==> src/rtl/if_pkg.sv <==
// Shared types and constants for the instruction-fetch front end.
package if_pkg;

  localparam int unsigned PC_W        = 64;
  localparam int unsigned INSTR_W     = 32;
  localparam int unsigned INSTR_BYTES = 4;

  localparam logic [PC_W-1:0]    DEFAULT_RESET_PC = 64'h0;
  localparam logic [INSTR_W-1:0] BUBBLE_INSTR     = 32'h0;

  typedef struct packed {
    logic [PC_W-1:0]    pc;
    logic [INSTR_W-1:0] instr;
  } fetch_entry_t;

endpackage

==> src/rtl/fetch_fifo.sv <==
// Small circular FIFO of fetch entries with synchronous clear and head peek.
module fetch_fifo
  import if_pkg::*;
#(
  parameter int unsigned DEPTH = 2,
  localparam int unsigned CNT_W = $clog2(DEPTH + 1)
) (
  input  logic             clk,
  input  logic             reset,
  input  logic             clear,
  input  logic             push,
  input  fetch_entry_t     wdata,
  input  logic             pop,
  output fetch_entry_t     head,
  output logic [CNT_W-1:0] count
);

  localparam int unsigned PTR_W = (DEPTH > 1) ? $clog2(DEPTH) : 1;

  fetch_entry_t     mem [DEPTH];
  logic [PTR_W-1:0] rd_ptr;
  logic [PTR_W-1:0] wr_ptr;
  logic             do_push;
  logic             do_pop;

  function automatic logic [PTR_W-1:0] next_ptr(input logic [PTR_W-1:0] p);
    return (p == PTR_W'(DEPTH - 1)) ? '0 : p + PTR_W'(1);
  endfunction

  // Overflow and underflow requests are ignored rather than corrupting state.
  always_comb begin
    do_push = push & (count != CNT_W'(DEPTH));
    do_pop  = pop & (count != '0);
  end

  always_ff @(posedge clk or negedge reset) begin
    if (!reset) begin
      rd_ptr <= '0;
      wr_ptr <= '0;
      count  <= '0;
      for (int i = 0; i < int'(DEPTH); i++) mem[i] <= '0;
    end else if (clear) begin
      rd_ptr <= '0;
      wr_ptr <= '0;
      count  <= '0;
    end else begin
      if (do_push) begin
        mem[wr_ptr] <= wdata;
        wr_ptr      <= next_ptr(wr_ptr);
      end
      if (do_pop) rd_ptr <= next_ptr(rd_ptr);
      count <= count + CNT_W'(do_push) - CNT_W'(do_pop);
    end
  end

  assign head = mem[rd_ptr];

endmodule

==> src/rtl/if_fetch_unit.sv <==
// Instruction-fetch front end: PC, in-order imem request/response handling,
// fetch buffer feeding IF/ID, and branch-redirect squashing.
module if_fetch_unit
  import if_pkg::*;
#(
  parameter logic [PC_W-1:0] RESET_PC = DEFAULT_RESET_PC,
  parameter int unsigned     DEPTH    = 2
) (
  input  logic               clk,
  input  logic               reset,
  input  logic               stall,
  input  logic               redirect,
  input  logic [PC_W-1:0]    redirect_pc,
  output logic               imem_req,
  output logic [PC_W-1:0]    imem_addr,
  input  logic               imem_gnt,
  input  logic               imem_rvalid,
  input  logic [INSTR_W-1:0] imem_rdata,
  output logic [PC_W-1:0]    PC_Out,
  output logic [INSTR_W-1:0] Instruction,
  output logic               fetch_valid,
  output logic               flush
);

  localparam int unsigned CNT_W = $clog2(DEPTH + 1);

  logic [PC_W-1:0]  pc_q;
  logic [CNT_W-1:0] drop_q;
  logic [CNT_W-1:0] drop_d;
  logic [CNT_W-1:0] tag_cnt;
  logic [CNT_W-1:0] buf_cnt;
  logic [CNT_W-1:0] outstanding;
  logic [CNT_W-1:0] credits_used;
  logic             issue;
  logic             rsp_drop;
  logic             rsp_keep;
  logic             pop;
  fetch_entry_t     tag_wdata;
  fetch_entry_t     tag_head;
  fetch_entry_t     buf_wdata;
  fetch_entry_t     buf_head;

  // Every granted request is either tagged (live) or counted for discard,
  // so the outstanding total is their sum. A pop this cycle frees a credit.
  always_comb begin
    outstanding  = tag_cnt + drop_q;
    fetch_valid  = (buf_cnt != '0);
    pop          = fetch_valid & ~stall & ~redirect;
    credits_used = outstanding + buf_cnt - CNT_W'(pop);
    imem_req     = reset & ~redirect & (credits_used < CNT_W'(DEPTH));
    issue        = imem_req & imem_gnt;
    rsp_drop     = imem_rvalid & (drop_q != '0);
    rsp_keep     = imem_rvalid & ~rsp_drop & ~redirect;
    drop_d       = drop_q;
    if (redirect) drop_d = outstanding - CNT_W'(imem_rvalid);
    else if (rsp_drop) drop_d = drop_q - CNT_W'(1);
  end

  always_comb begin
    tag_wdata       = '{pc: pc_q, instr: BUBBLE_INSTR};
    buf_wdata       = tag_head;
    buf_wdata.instr = imem_rdata;
  end

  always_ff @(posedge clk or negedge reset) begin
    if (!reset) begin
      pc_q   <= RESET_PC;
      drop_q <= '0;
    end else begin
      drop_q <= drop_d;
      if (redirect) pc_q <= redirect_pc;
      else if (issue) pc_q <= pc_q + PC_W'(INSTR_BYTES);
    end
  end

  fetch_fifo #(.DEPTH(DEPTH)) u_tag_q (
    .clk   (clk),
    .reset (reset),
    .clear (redirect),
    .push  (issue),
    .wdata (tag_wdata),
    .pop   (rsp_keep),
    .head  (tag_head),
    .count (tag_cnt)
  );

  fetch_fifo #(.DEPTH(DEPTH)) u_buf (
    .clk   (clk),
    .reset (reset),
    .clear (redirect),
    .push  (rsp_keep),
    .wdata (buf_wdata),
    .pop   (pop),
    .head  (buf_head),
    .count (buf_cnt)
  );

  assign imem_addr   = pc_q;
  assign flush       = redirect;
  assign PC_Out      = fetch_valid ? buf_head.pc : '0;
  assign Instruction = fetch_valid ? buf_head.instr : BUBBLE_INSTR;

endmodule
==> config.mk <==
export PLATFORM = sky130hd
export DESIGN_NAME = if_fetch_unit
export DESIGN_NICKNAME = d
export VERILOG_FILES = /design/src/rtl/if_pkg.sv /design/src/rtl/fetch_fifo.sv /design/src/rtl/if_fetch_unit.sv
export SDC_FILE = /design/constraint.sdc
export NUM_CORES = 1
export LEC_CHECK = 0
export ABC_AREA = 0
export BUFFER_PORTS_ARGS = -buffer_cell sky130_fd_sc_hd__buf_4
export CAP_MARGIN = 10
export CORE_AREA = 8 8 227 229
export DETAILED_ROUTE_END_ITERATION = 7
export DIE_AREA = 0 0 235 237
export GPL_ROUTABILITY_DRIVEN = 0
export HOLD_SLACK_MARGIN = 0.03
export PLACE_DENSITY_LB_ADDON = 0.2
export SLEW_MARGIN = 5
export SYNTH_ARGS = -nofsm -noshare
export SYNTH_HDL_FRONTEND = slang
export SYNTH_SLANG_ARGS = --single-unit
==> constraint.sdc <==
create_clock -name clk -period 4.85 [get_ports clk]
set_input_delay 0.485 -clock clk [delete_from_list [all_inputs] [get_ports clk]]
set_output_delay 0.485 -clock clk [all_outputs]
set_load 0.01 [all_outputs]
==> impl_results.md <==
* Vias at 13.4k
* Hold buffers post-CTS at 1
* Hold Violations, Final at 0
* Ports at 265
* Mapped Area at 18900 µm²
* Initial antenna violation count at 2
* ANT cells at 0
* Net Count, Synth at 1761
* Latest clock arrival within the worst-skew pair at 0.56 ns
* Yosys cell types at 46
* Detailed-route DRC error count at 0
* Max-Slew Margin vs Limit at 30.8%
* Core area at 48100 µm²
* Nets at 1988
* Die Y-Extent at 237 µm
* Worst Path Max Fanout at 31
* Clk_skew at 0.0212 ns
* #FFs+latches synth at 394
* ANT nets after route at 0
* Mapped Avg Cell Area at 11.5 µm²
* CTS tree: done
* Setup Crit Path Kind: reg -> reg
* Max-cap viol count at 0
* Number of synthesized flops with an enable pin at 0
* Final min period at 3.62 ns
* Sequential share of power at 43.3%
* Seq/Total Area, Yosys at 52.2%
* Status: finished clean
* Total Wirelength at 52.1 mm
* Reg area at 9870 µm²
* Clock-pin slew on the worst setup and hold paths at 0.06 ns
* Post-DP Area at 21300 µm²
* H-tree Lvls at 2
* Global Route Usage Sum at 18.4%
* Hpwl dp at 35.2 mm
* Final period util at 74.6%
* Combinational power share at 29.4%
* Drt pass-1 iters at 4
* Pwr/cell area at 532 nW/µm²
* Worst path arrival time at 4.05 ns
* Most frequent cells in the layout: 392 x dfrtp_1, 288 x buf_4, 214 x nor2_1
* Largest net degree at the start of global routing at 152
* RSZ-0062 raised after global routing: no
* Routed WL per cell at 20.6 µm
* Clock Power Share at 27.3%
* Slowest stage delay, CP at 0.66 ns
* Crit-path cells: nor2_4 > nor3_1 > ha_1 > xnor2_1 > xnor3_2 > a2111oi_4 > and2_4 > buf_4 > mux2_4
* Crit start category: flip-flop
* GR Overflow Total at 0
* Worst Hold Class: in -> reg
* Root Driver: clkbuf_16
* Deepest clock path buffer count at 3
* Starting DRT DRC Count at 676
* First-pass GRT wire length at 82.4 mm
* Measured slew at the worst slew-check pin at 1.04 ns
* Most common cell after layout, fill and taps aside: dfrtp_1
* Synthesized instance count at 1650
* Post-CTS Setup Inserts at 0
* Number of global-route vias before repair at 14.1k
* Port-buffer cells at 264
* Routed vias/inst at 5.32
* Synth-to-Final Area Change at 20.4%
* Fill cells at 4425
* Switching share of power at 30.8%
* Switching power at 3730 µW
* Setup TNS Final at 0 ns
* Row count at 81
* Buf/Inv on CP at 1
* Top Family by Delay on Critical Path: simple AND/OR/NAND/NOR gates
* Post-route design area at 22800 µm²
* Multi-input gate area at 8380 µm²
* Die area at 55700 µm²
* Ys Warns at 0
* Pins Over Slew Limit at 0
* Die X at 235 µm
* Top FF cell, synth: dfrtp_1
* CTS buffer count at 44
* Final setup violation count at 0
* TritonCTS Sinks at 394
* Share of cells above drive strength 1 at 29.7%
* Lkg Pwr at 0.00993 µW
* Slowest CP cell: and2_4
* Fmax at 0.277 GHz
* PostCTS Resize Cnt at 0
* Async SR Flop Fraction at 100%
* Worst path required time at 5.28 ns
* Internal power at 8380 µW
* Worst IR Drop VDD at 0.000262 V
* CP endpoint kind: flip-flop
* Initial Util at 39.3%
## per-stage QoR
stage / total power, µW / utilization (%) / worst slack, ns / hold slack (ns) / cells
floorplan: 7620 / - / 1.25 / 0.189 / 1650
global placement: 8770 / 44.3 / 1.18 / 0.376 / 2452
detailed placement: 8900 / 44.3 / 1.13 / 0.378 / 2452
CTS: 12300 / 47.3 / 1.21 / 0.0938 / 2529
global route: 12900 / 47.3 / 1.08 / 0.113 / 2529
finish: 12100 / 47.3 / 1.23 / 0.130 / 2529
## worst reg2reg max path: cells and delay by family (launching register included)
kind,cells,cell delay [ns]
compound gates,1,0.46
xor+xnor,2,0.84
fa+ha+maj,1,0.20
buf+inv,1,0.37
flops,1,0.45
mux,1,0.32
simple gates,3,0.85
## layout make-up
type,count,area share (%)
clock buffers,67,5.66
clock inverters,9,0.605
inverters,13,0.214
multi-input cells,1130,36.8
flip-flops and latches,394,43.3
well taps,622,3.42
repair buffers,294,9.96
## Yosys cell counts, types with 27 or more instances
cell type / count / share of area, %
mux2_2: 76 / 4.5
a31oi_1: 37 / 1.2
nand2_1: 117 / 2.3
o21ai_0: 93 / 2.5
nor2_1: 215 / 4.3
mux2_4: 120 / 9.5
mux2i_1: 163 / 8.6
a21oi_1: 67 / 1.8
nand3_1: 27 / 0.71
nand4_1: 32 / 1.1
dfrtp_1: 394 / 52
clkbuf_1: 77 / 1.5
## sequential cells by signal, indices dropped and copies added, names as in the netlist
name,count
drop_q,2
imem_addr,64
u_buf.count,2
u_buf.mem,192
u_buf.rd_ptr,1
u_buf.wr_ptr,1
u_tag_q.count,2
u_tag_q.mem,128
u_tag_q.rd_ptr,1
u_tag_q.wr_ptr,1
## logic make-up (layout without fill, tap and decap cells)
group	count (synthesis)	in the layout	share of synthesized area, %
simple gates	501	501	12.3
flops	394	394	52.2
mux	359	359	22.7
compound gates	236	236	7.16
buf+inv	126	383	3.67
xor+xnor	25	25	1.40
fa+ha+maj	9	9	0.596
## metal layers
metal / global-route usage, % / part of all wire (%) / up-vias
met2: 30.0 / 47 / 309
met5: 0 / 0.052 / -
met4: 6.39 / 2.8 / 4
met1: 24.5 / 46 / 6757
li1: - / - / 6285
met3: 3.16 / 3.9 / 93
## worst paths after layout
path,start,to,slack [ns],cells after the start
worst max-delay path,u_buf.count[1]$_DFF_PN0_,u_tag_q.mem[93]$_DFFE_PN0P_,1.23,9
worst min-delay path,redirect_pc[10],imem_addr[10]$_DFFE_PN0P_,0.13,3
worst max register to register,u_buf.count[1]$_DFF_PN0_,u_tag_q.mem[93]$_DFFE_PN0P_,1.23,9
worst min register to register,u_buf.mem[36]$_DFFE_PN0P_,u_buf.mem[36]$_DFFE_PN0P_,0.47,2
max in group asynchronous,reset,u_tag_q.rd_ptr$_DFFE_PN0P_,2.27,4
min in group asynchronous,reset,u_buf.mem[16]$_DFFE_PN0P_,0.39,2
## power by group through the flow
stage                     Clock (µW)  Sequential [µW]  Combinational, µW
final                           3310             5250               3550
after global routing            3530             5410               3940
after CTS                       3400             5250               3630
after detailed placement           0             5290               3610
after global placement             0             5250               3520
after floorplan                    0             5040               2580
Note: power is estimated with default switching activity, not from simulation.
